[src/rtl/uart_transmitter.sv]
`default_nettype none
// ============================================================================
//  Module   : uart_transmitter
//  Purpose  : 8N1 UART transmitter with a small transmit FIFO in front of the
//             shifter. Bytes are queued on a valid/ready handshake. They are
//             sent LSB first with one start bit and one stop bit, and each bit
//             lasts BIT_DIV = CLK_FREQ/BAUD_RATE clocks. Frames go out
//             back to back with no gap while the queue is non-empty.
//  Ports    : clk        - system clock, rising edge
//             reset      - synchronous, active-low reset
//             tx_data    - byte to queue
//             tx_valid   - tx_data is valid this cycle
//             tx_ready   - queue can accept a byte this cycle
//             TxD        - registered serial output, idle high
//             tx_busy    - frame in progress or queue non-empty
//             fifo_count - queued bytes, excluding the one being shifted
//  Revision : 1.0 - initial release
// ============================================================================
module uart_transmitter #(
  parameter int CLK_FREQ   = 100_000_000,
  parameter int BAUD_RATE  = 9_600,
  parameter int FIFO_DEPTH = 4      // power of two, >= 2
) (
  input  logic                         clk,
  input  logic                         reset,
  input  logic [7:0]                   tx_data,
  input  logic                         tx_valid,
  output logic                         tx_ready,
  output logic                         TxD,
  output logic                         tx_busy,
  output logic [$clog2(FIFO_DEPTH):0]  fifo_count
);

  // Clocks per bit; values below 2 are not supported.
  localparam int BIT_DIV = CLK_FREQ / BAUD_RATE;
  localparam int PTR_W   = $clog2(FIFO_DEPTH);
  localparam int CNT_W   = PTR_W + 1;
  localparam int BAUD_W  = (BIT_DIV > 2) ? $clog2(BIT_DIV) : 1;

  localparam logic [BAUD_W-1:0] c_BAUD_LAST = BAUD_W'(BIT_DIV - 1);
  localparam logic [CNT_W-1:0]  c_FIFO_FULL = CNT_W'(FIFO_DEPTH);

  typedef enum logic [1:0] {
    IDLE  = 2'd0,
    START = 2'd1,
    DATA  = 2'd2,
    STOP  = 2'd3
  } state_t;

  state_t            r_state;
  state_t            w_state_next;
  logic [BAUD_W-1:0] r_baud;
  logic [BAUD_W-1:0] w_baud_next;
  logic [2:0]        r_bit_idx;
  logic [2:0]        w_bit_idx_next;
  logic [7:0]        r_shift;
  logic              r_txd;
  logic              w_txd_cur;

  logic [7:0]        r_mem [FIFO_DEPTH];
  logic [PTR_W-1:0]  r_wr_ptr;
  logic [PTR_W-1:0]  r_rd_ptr;
  logic [CNT_W-1:0]  r_count;

  logic              w_push;
  logic              w_pop;
  logic              w_has_data;
  logic              w_bit_end;

  // A full queue refuses a push even when a pop happens on the same edge.
  assign tx_ready   = (r_count < c_FIFO_FULL);
  assign w_push     = tx_valid && tx_ready;
  assign w_has_data = (r_count != '0);
  assign w_bit_end  = (r_baud == c_BAUD_LAST);

  assign TxD        = r_txd;
  assign tx_busy    = (r_state != IDLE) || w_has_data;
  assign fifo_count = r_count;

  // Next-state logic. The baud counter clears on every state or bit change
  // and is held at zero while idle, so an idle line shows no activity.
  always_comb begin
    w_state_next   = r_state;
    w_baud_next    = r_baud + 1'b1;
    w_bit_idx_next = r_bit_idx;
    w_pop          = 1'b0;
    case (r_state)
      IDLE: begin
        w_baud_next = '0;
        if (w_has_data) begin
          w_pop        = 1'b1;
          w_state_next = START;
        end
      end
      START: begin
        if (w_bit_end) begin
          w_baud_next    = '0;
          w_bit_idx_next = 3'd0;
          w_state_next   = DATA;
        end
      end
      DATA: begin
        if (w_bit_end) begin
          w_baud_next    = '0;
          w_bit_idx_next = r_bit_idx + 3'd1;
          if (r_bit_idx == 3'd7) begin
            w_state_next = STOP;
          end
        end
      end
      STOP: begin
        if (w_bit_end) begin
          w_baud_next = '0;
          // Popping on the last stop clock chains frames with no idle gap.
          if (w_has_data) begin
            w_pop        = 1'b1;
            w_state_next = START;
          end else begin
            w_state_next = IDLE;
          end
        end
      end
      default: begin
        w_baud_next  = '0;
        w_state_next = IDLE;
      end
    endcase
  end

  // Line level for the current state; registered into TxD, so the line
  // trails the state register by one clock.
  always_comb begin
    w_txd_cur = 1'b1;
    case (r_state)
      START:   w_txd_cur = 1'b0;
      DATA:    w_txd_cur = r_shift[r_bit_idx];
      default: w_txd_cur = 1'b1;
    endcase
  end

  always_ff @(posedge clk) begin
    if (!reset) begin
      r_state   <= IDLE;
      r_baud    <= '0;
      r_bit_idx <= '0;
      r_shift   <= '0;
      r_txd     <= 1'b1;
      r_wr_ptr  <= '0;
      r_rd_ptr  <= '0;
      r_count   <= '0;
    end else begin
      r_state   <= w_state_next;
      r_baud    <= w_baud_next;
      r_bit_idx <= w_bit_idx_next;
      r_txd     <= w_txd_cur;
      if (w_pop) begin
        r_shift  <= r_mem[r_rd_ptr];
        r_rd_ptr <= r_rd_ptr + 1'b1;
      end
      if (w_push) begin
        r_wr_ptr <= r_wr_ptr + 1'b1;
      end
      if (w_push && !w_pop) begin
        r_count <= r_count + 1'b1;
      end else if (w_pop && !w_push) begin
        r_count <= r_count - 1'b1;
      end
    end
  end

  // Queue storage needs no reset; pointers and count define its contents.
  always_ff @(posedge clk) begin
    if (reset && w_push) begin
      r_mem[r_wr_ptr] <= tx_data;
    end
  end

endmodule
`default_nettype wire
[config.mk]
export PLATFORM = sky130hd
export DESIGN_NAME = uart_transmitter
export DESIGN_NICKNAME = d
export VERILOG_FILES = /design/src/rtl/uart_transmitter.sv
export SDC_FILE = /design/constraint.sdc
export NUM_CORES = 1
export LEC_CHECK = 0
export ABC_CLOCK_PERIOD_IN_PS = 4000
export CORE_MARGIN = 1.5
export CORE_UTILIZATION = 59
export DETAILED_ROUTE_END_ITERATION = 12
export GPL_ROUTABILITY_DRIVEN = 0
export PLACE_DENSITY = 0.79
export SYNTH_ARGS = -nofsm -noshare
export SYNTH_HDL_FRONTEND = slang
export SYNTH_SLANG_ARGS = --single-unit
[constraint.sdc]
create_clock -name clk -period 4 [get_ports clk]
set_input_delay 0.6 -clock clk [delete_from_list [all_inputs] [get_ports clk]]
set_output_delay 0.6 -clock clk [all_outputs]
set_load 0.02 [all_outputs]
# Word-level counts from Yosys, hierarchy flattened
# Memories as Yosys holds them, arrays and structs flattened. A register that Yosys moved wholly into a read port is not among the register bits.
# Index checks and enable logic that the tools add are counted.
# Widths: inputs -> output; s select.
[classes]
n_addsub = 6
order_cmp = 2
n_eq_ne = 10
mux = 22
n_reduce_logical = 16
[op_table]
columns = ["operator", "count"]
rows = [
  ["$pmux 14 s2", 1],
  ["$add 14x1->14 const B", 1],
  ["$eq 14x14->1 const B", 1],
  ["$mux 14", 1],
  ["$mux 3", 4],
  ["$mux 2", 5],
  ["$ne 2x2->1 const B", 5],
  ["$pmux 2 s4", 1],
  ["$add 3x1->3 const B", 2],
  ["$mux 1", 6],
  ["$pmux 3 s2", 1],
  ["$reduce_bool 2->1", 3],
  ["$reduce_and 5->1", 1],
  ["$add 2x1->2 const B", 2],
  ["$eq 2x2->1 const B", 2],
  ["$logic_and 1x1->1", 4],
  ["$lt 3x4->1 const B", 1],
  ["$pmux 1 s2", 2],
  ["$bmux 1 s3", 1],
  ["$eq 3x3->1 const B", 1],
  ["$logic_not 1->1", 3],
  ["$lt 3x3->1 const B", 1],
  ["$reduce_and 3->1", 1],
  ["$reduce_bool 3->1", 1],
  ["5 further kinds", 5],
]
[totals]
register_bits = 27
ram_bits = 32
output_inout_bits = 6
mem_count = 1
[mem_list]
columns = ["memory", "words", "word_bits", "rd", "rd_clocked_by_memory_dff", "wr", "line", "rtl"]
rows = [
  ["r_mem", 4, 8, 1, 1, 1, "60", "logic [7:0] r_mem [FIFO_DEPTH];"],
]

# Logic depth before layout (Yosys ltp)
# Gate-level depths: netlist of the first run.
[depth]
word_depth = 7
depth_mapped = 13
ltp_nobuf = 10

# Least setup slack after synthesis of the first run
# Ideal clock, no wire load.
[synth_path]
kind = "reg2reg"
startpoint = "reg r_baud[0]"
endpoint = "reg r_count[2] (netlist: fifo_count[2])"
setup_ns = 0.076
arrival_time_ns = 2.686
t_required_ns = 3.924
slack_ns = 1.239
path_stages_with_launch = 14
cell_sequence = "dfxtp_1 ha_1 and4_1 buf_4 and4_1 buf_6 a31oi_4 buf_6 ha_1 inv_1 fa_1 xor2_1 or3_1 a21boi_0"
[synth_via]
elab_chain_cells = 6
word_cells_on_any_way = 8
cone_classes = "eq/ne: 1; mux: 3; reduce/logical: 4"
[synth_rtl]
columns = ["element", "line", "rtl"]
rows = [
  ["from (decl)", "52", "logic [BAUD_W-1:0] r_baud;"],
  ["from (signal assigned)", "153", "r_baud <= w_baud_next;"],
  ["$eq 14x14->1 *", "74", "assign w_bit_end = (r_baud == c_BAUD_LAST);"],
  ["$mux 1 *", "112", "if (w_bit_end) begin"],
  ["$pmux 1 s2 *", "87", "case (r_state)"],
  ["$logic_not 1->1", "163", "if (w_push && !w_pop) begin"],
  ["$logic_and 1x1->1", "163", ""],
  ["$mux 3 / $reduce_bool 2->1 (equally long branches)", "--", ""],
  ["to (signal assigned)", "164", "r_count <= r_count + 1'b1;"],
  ["to (signal assigned)", "166", "r_count <= r_count - 1'b1;"],
  ["to (decl)", "63", "logic [CNT_W-1:0] r_count;"],
]
# Every way passes the cells marked *; elsewhere a longest branch is shown, timed or not.
# A chain may end at the register's enable or synchronous reset.

# Worst setup path after layout of the first run
# Ends and elaborated chain as after synthesis.

==> results of run 1 <==
## kinds of logic after synthesis
family | synth area share [%]
AO/OA/AOI/OAI | 5.08
adder cells (fa/ha/maj) | 6.03
AND/OR/NAND/NOR | 15.5
XOR/XNOR | 3.76
multiplexers | 11.8
buffers and inverters | 3.05
flip-flops | 54.8
## metrics by stage
stage | setup WS, ns | total power (W) | instance area [sq um] | instances
floorplan | 1.24 | 0.00140 | 3030 | 248
global placement | 1.09 | 0.00153 | 3220 | 321
detailed placement | 0.975 | 0.00154 | 3220 | 321
CTS | 0.968 | 0.00216 | 3440 | 337
global route | 0.728 | 0.00226 | 3440 | 337
finish | 0.990 | 0.00213 | 3440 | 337
## flip-flops by register name, summed over array words and instances (netlist names)
name	cells
r_rd_ptr	2
r_shift	8
r_bit_idx	3
TxD	1
r_state	2
r_wr_ptr	2
r_baud	14
fifo_count	3
r_mem	32
## routing by layer
layer | part of all wire (%) | track usage [%] | wire [microns]
met3 | 3.5 | 6.02 | 172
met4 | 2.1 | 10.3 | 104
met2 | 47 | 32.4 | 2280
met1 | 47 | 25.8 | 2310
met5 | 0 | 0 | 0
## worst register-to-register path, stage by stage, from the launching register on
cell	delay, ns
dfxtp_1	0.33
ha_1	0.24
and4_1	0.28
and4_1	0.29
a31oi_4	0.45
ha_1	0.27
inv_1	0.06
fa_1	0.37
xor2_1	0.16
or3_1	0.31
a21boi_0	0.19
## power breakdown
part	switching, W	internal [W]
clock	0.000256	0.000352
sequential	0.0000902	0.000811
combinational	0.000307	0.000315
total	0.000654	0.00148
## cells in the mapped netlist (all sizes together), types with 4 or more instances
library cell  number  area [sq um]
dfxtp             35           701
edfxtp            32           961
nand2             28           105
nor2              16          60.1
ha                13           163
mux2i             12           120
mux4              10           225
inv                8          30.0
nand3              8          40.0
xnor2              7          61.3
clkbuf             6          22.5
o21ai              6          30.0
xor2               6          52.6
and3               5          31.3
buf                5          40.0
nand4              5          31.3
nor2b              5          31.3
a21boi             4          30.0
a21oi              4          20.0
nor3               4          20.0
or3                4          25.0
## worst paths after layout
kind                   endpoint  slack [ns]  cells after the start
setup / recovery  fifo_count[2]        0.99                     10
hold / removal       r_shift[4]        0.46                      2
setup reg to reg  fifo_count[2]        0.99                     10
hold reg to reg      r_shift[4]        0.46                      2
## cells in the final DEF, fill, tap and decap left out, types with 2 or more instances in the layout
cell type        instances
or3_1                    4
clkinv_4                 2
inv_1                    8
nor3_1                   4
xor2_1                   6
and3_1                   5
nand3b_1                 3
clkdlybuf4s50_1         16
nor2_1                  16
a21boi_0                 4
nor4_1                   2
nand2_1                 28
ha_1                    13
o21ai_0                  6
clkbuf_8                 9
mux4_2                  10
and4_1                   3
nand4_1                  5
edfxtp_1                32
mux2i_1                 12
nor2b_1                  5
a21oi_1                  4
xnor2_1                  7
and2_1                   2
nand3_1                  8
dfxtp_1                 35
bufinv_16                2
a211o_1                  2
## final cells by class
| type | count | area (sq um) |
|---|---|---|
| Clock inverter | 6 | 90.1 |
| Clock buffer | 10 | 128 |
| Inverter | 8 | 30.0 |
| Timing Repair Buffer | 17 | 168 |
| Fill cell | 352 | 1410 |
| Multi-Input combinational cell | 162 | 1280 |
| Sequential cell | 67 | 1660 |
| Tap cell | 67 | 83.8 |
==> out/qor.yml, run 1 <==
clock_tree:
  holdBufCountCts: 0
  clock-sinks: 67
  cts_buffer_depth: 2
  cts_root_buf: "clkbuf_8"
  clk_pin_slew_ns: 0.08
  postCtsSetupRepairBufs: 0
  clk_latency_ns: 0.34
  cts-buffers-inserted: 9
  cts_max_level: 3
  cts_resized: 0
  cts_tree: "done"
hold_path:
  hold_start: "r_shift[4]"
  min_path_type: "reg2reg"
outcome:
  status: "completed"
floorplan:
  num_rows: 25
  start_util_pct: 62.5
  die_area_sq_um: 5580
  ios: 17
  die_x_microns: 74.7
  coreArea_sq_um: 4850
  die_y_microns: 74.7
timing:
  setup-violations-final: 0
  slew_viol_final: 0
  fin_hold_ws_ns: 0.458
  fmax_mhz: 332
  finalCritPeriodShare_pct: 75.3
  hold_viol: 0
  period_needed_ns: 3.01
  fin_skew_ns: 0.0119
  rsz0062_at_grt: "false"
  tightest_slew_ns: 0.724
  tns_ns: 0
  slew_headroom_pct: 51.7
yosys:
  syn_area_per_cell_sq_um: 12.2
  synth_edf_count: 32
  synth-main-ff-cell: "dfxtp_1"
  syn_nets: 273
  yosysWarnings: 0
  seq_area_frac_synth_pct: 54.8
  synth_area_sq_um: 3030
  synth_cell_type_count: 41
  async_reset_ff_share_pct: 0
  ys_ff_latch: 67
  syn-instance-count: 248
worst_setup_path:
  reg2reg_from: "r_baud[0]"
  endpoint_kind: "flip-flop"
  crit_arrival_ns: 3.28
  cp.buffers_inverters: 1
  path_cells: "ha_1, and4_1, and4_1, a31oi_4, ha_1, inv_1, fa_1, xor2_1, or3_1, a21boi_0"
  path_class: "reg2reg"
  critPathTopFamily: "simple AND/OR/NAND/NOR gates"
  worst_ep_required_time_ns: 4.27
  slowest_delay_ns: 0.45
  worstSetupStartpoint: "r_baud[0]"
  cp_max_fo: 10
  critPathSlowestCell: "a31oi_4"
  crit_path_start_kind: "flip-flop"
global_routing:
  grt.overflow.total: 0
  grt_usage_pct: 20.4
  grt_pass1_vias: 1810
  grt_pass1_wl_microns: 8150
  antenna_found_initial: 0
  grt_max_degree: 36
power_and_ir_drop:
  power_density_nw_per_um2: 620
  ir_drop_mv: 0.390
  power_leakage_nw: 1.24
route:
  drcViolationCount: 0
  wl_per_cell_microns: 14.4
  ant_nets: 0
  wl_microns: 4870
  via_count: 1856
  routed_via_density: 5.51
  drtPass1Iterations: 4
  drt-initial-drc-count: 143
placed_design:
  io_buffers: 16
  dp_hpwl_microns: 3380
cells_and_area:
  nets: 290
  drive_gt1_share_pct: 10.4
  final_util_pct: 70.9
  area_growth_pct: 13.4
  diodes: 0
flow_run:
  max_cap_violations: 0
Note: power is estimated with default switching activity, not from simulation.
==> inputs of run 2 (changes only) <==
--- a/config.mk
+++ b/config.mk
@@ -5,7 +5,7 @@
 export SDC_FILE = /design/constraint.sdc
 export NUM_CORES = 1
 export LEC_CHECK = 0
-export ABC_CLOCK_PERIOD_IN_PS = 4000
+export ABC_CLOCK_PERIOD_IN_PS = 3100
 export CORE_MARGIN = 1.5
 export CORE_UTILIZATION = 59
 export DETAILED_ROUTE_END_ITERATION = 12
==> constraint.sdc (replaced) <==
create_clock -name clk -period 3.1 [get_ports clk]
set_input_delay 0.465 -clock clk [delete_from_list [all_inputs] [get_ports clk]]
set_output_delay 0.465 -clock clk [all_outputs]
set_load 0.02 [all_outputs]
==> run 2 against run 1 <==
Net effect:
- highest routed layer unchanged
- clock skew decreased by 0.0052 ns
- largest cell class unchanged
- sequential power increased by 29%
- worst setup slack got worse by 0.54 ns
- hold slack about the same
- die area unchanged
- critical endpoint unchanged
- total power increased by 27%
- fmax increased by 14%
==> out/qor.yml, run 2 (synthesized netlist as in run 1, its figures left out) <==
worst_setup_path:
  worst_ep_required_time_ns: 3.37  # -0.90 ns
  cp_max_fo: 6  # -4
  path_class: "reg2reg"
  crit_arrival_ns: 2.91  # -0.37 ns
  endpoint_kind: "flip-flop"
  crit_path_start_kind: "flip-flop"
route:
  drtPass1Iterations: 4  # unchanged
  ant_nets: 0  # unchanged
  drt-initial-drc-count: 115  # -20%
  wl_per_cell_microns: 15.1  # +4.7%
  drcViolationCount: 0  # unchanged
  wl_microns: 5140  # +5.6%
  routed_via_density: 5.53  # +0.35%
  via_count: 1879  # +1.2%
clock_tree:
  cts_buffer_depth: 2  # unchanged
  holdBufCountCts: 0  # unchanged
  clock-sinks: 67  # unchanged
  cts-buffers-inserted: 9  # unchanged
  cts_max_level: 3  # unchanged
  clk_pin_slew_ns: 0.07  # about the same
  cts_root_buf: "clkbuf_8"
  cts_tree: "done"
  postCtsSetupRepairBufs: 0  # unchanged
  clk_latency_ns: 0.34  # about the same
  cts_resized: 0  # unchanged
cells_and_area:
  nets: 293  # +1.0%
  n_fill_cell: 360  # +2.3%
  stdcell_area_sq_um: 3430  # -0.11%
  layout_commonest_cell: "dfxtp_1"
  mostFrequentLayoutCells: "dfxtp_1 (35), edfxtp_1 (32), nand2_1 (28), nor2_1 (16), clkdlybuf4s50_1 (16)"
  largest_reg_flops: 32  # unchanged
  area_growth_pct: 13.3
  diodes: 0  # unchanged
  largest_register: "r_mem"
  drive_gt1_share_pct: 11.4  # +0.98 points
  largestRegisters: "r_mem (32), r_baud (14), r_shift (8)"
power_and_ir_drop:
  combPwrFrac_pct: 31.1  # +1.9 points
  p_sw_share_pct: 31.8  # +1.1 points
  clockPowerShare_pct: 25.9  # -2.6 points
  internal_power_w: 0.00184  # +25%
  switchingPower_w: 0.000860  # +32%
  p_seq_share_pct: 43.0  # +0.7 points
  ir_drop_mv: 0.383  # -1.9%
  power_leakage_nw: 1.24  # about the same
  power_density_nw_per_um2: 787  # +27%
floorplan:
  start_util_pct: 62.5  # unchanged
  ios: 17  # unchanged
  coreArea_sq_um: 4850  # unchanged
  die_y_microns: 74.7  # unchanged
  die_x_microns: 74.7  # unchanged
  num_rows: 25  # unchanged
  die_area_sq_um: 5580  # unchanged
timing:
  period_needed_ns: 2.65  # -0.362 ns
  slew_viol_final: 0  # unchanged
  hold_viol: 0  # unchanged
  fin_skew_ns: 0.00668  # -0.00521 ns
  tns_ns: 0  # unchanged
  finalCritPeriodShare_pct: 85.4  # +10 points
  setup-violations-final: 0  # unchanged
  fmax_mhz: 378  # +14%
  slew_headroom_pct: 50.7  # -1.0 points
  rsz0062_at_grt: "false"
  tightest_slew_ns: 0.739  # +0.0154 ns
global_routing:
  grtUsageMet3_pct: 5.22  # -0.80 points
  grt.overflow.total: 0  # unchanged
  grtUsageMet2_pct: 31.6  # -0.79 points
  antenna_found_initial: 0  # unchanged
  gr-usage-met1_pct: 28.1  # +2.3 points
  grt-busiest-layer: "met2"
  grt_usage_pct: 20.9  # +0.42 points
  grt_pass1_vias: 1734  # -4.2%
  grt_max_degree: 22  # -39%
  grt_pass1_wl_microns: 8270  # +1.4%
placed_design:
  dpl_cell_area_sq_um: 3240  # +0.70%
  dp_hpwl_microns: 3480  # +3.1%
  io_buffers: 16  # unchanged
outcome:
  status: "completed"
hold_path:
  min_path_type: "reg2reg"
flow_run:
  max_cap_violations: 0  # unchanged
run 2: changes by cell type in the layout (fill, tap and decap cells not counted):
cell | previous run | this run
inv_6 | 0 | 1
clkinvlp_4 | 1 | 2
clkinv_4 | 2 | 0
buf_4 | 1 | 4
clkbuf_1 | 1 | 0
clkinv_1 | 0 | 1
clkinv_2 | 1 | 2
bufinv_16 | 2 | 1
run 2: per-stage QoR:
step | hold WS (ns) | utilization [%] | power, W | instances | setup slack (ns)
after CTS | 0.463 | 70.8 | 0.00273 | 340 | 0.451
after floorplan | 0.430 | - | 0.00180 | 248 | 0.339
after global placement | 0.442 | 66.9 | 0.00201 | 324 | 0.526
after detailed placement | 0.449 | 66.9 | 0.00203 | 324 | 0.456
final | 0.458 | 70.8 | 0.00270 | 340 | 0.452
after global routing | 0.481 | 70.8 | 0.00285 | 340 | 0.257
run 2: worst max-delay path, cell delays in order, from the launching register on:
cell,delay (ns)
dfxtp_1,0.34
ha_1,0.24
and4_1,0.27
and4_1,0.29
a31oi_4,0.21
ha_1,0.20
inv_1,0.06
fa_1,0.37
xor2_1,0.15
or3_1,0.29
a21boi_0,0.16
run 2: worst paths after layout:
kind / cells after the start / from / end / slack [ns]
min reg2reg: 2 / r_shift[4] / r_shift[4] / 0.46
min: 2 / r_shift[4] / r_shift[4] / 0.46
max: 10 / r_baud[0] / fifo_count[2] / 0.45
max reg2reg: 10 / r_baud[0] / fifo_count[2] / 0.45
run 2: final cells by class:
cell class,count,area [sq um],area share (%)
clock buffer,9,124,3.61
multi-input combinational,162,1280,37.2
sequential,67,1660,48.4
clock inverter,7,67.6,1.97
timing repair buffer,20,190,5.54
tap,67,83.8,2.44
inverter,8,30.0,0.874
run 2: power by group through the flow:
| stage | clock (W) | combinational, W | sequential (W) |
|---|---|---|---|
| 4_1_cts | 0.000716 | 0.000846 | 0.00117 |
| 5_1_grt | 0.000746 | 0.000926 | 0.00118 |
| 3_5_place_dp | 0 | 0.000840 | 0.00119 |
| 6_report | 0.000700 | 0.000841 | 0.00116 |
| 3_3_place_gp | 0 | 0.000824 | 0.00118 |
| 2_1_floorplan | 0 | 0.000658 | 0.00115 |
run 2: routing by layer:
layer  vias up  part of all wire [%]
li1        938                     -
met2        29                    46
met1       904                    49
met3         8                   3.1
met4         0                   1.9
met5         -                     0
==> inputs of run 3 (changes only) <==
--- a/config.mk
+++ b/config.mk
@@ -14,3 +14,4 @@
 export SYNTH_ARGS = -nofsm -noshare
 export SYNTH_HDL_FRONTEND = slang
 export SYNTH_SLANG_ARGS = --single-unit
+export TNS_END_PERCENT = 30
==> results of run 3 <==
Same layout as run 2: the final DEF is identical, and so are final timing and power.
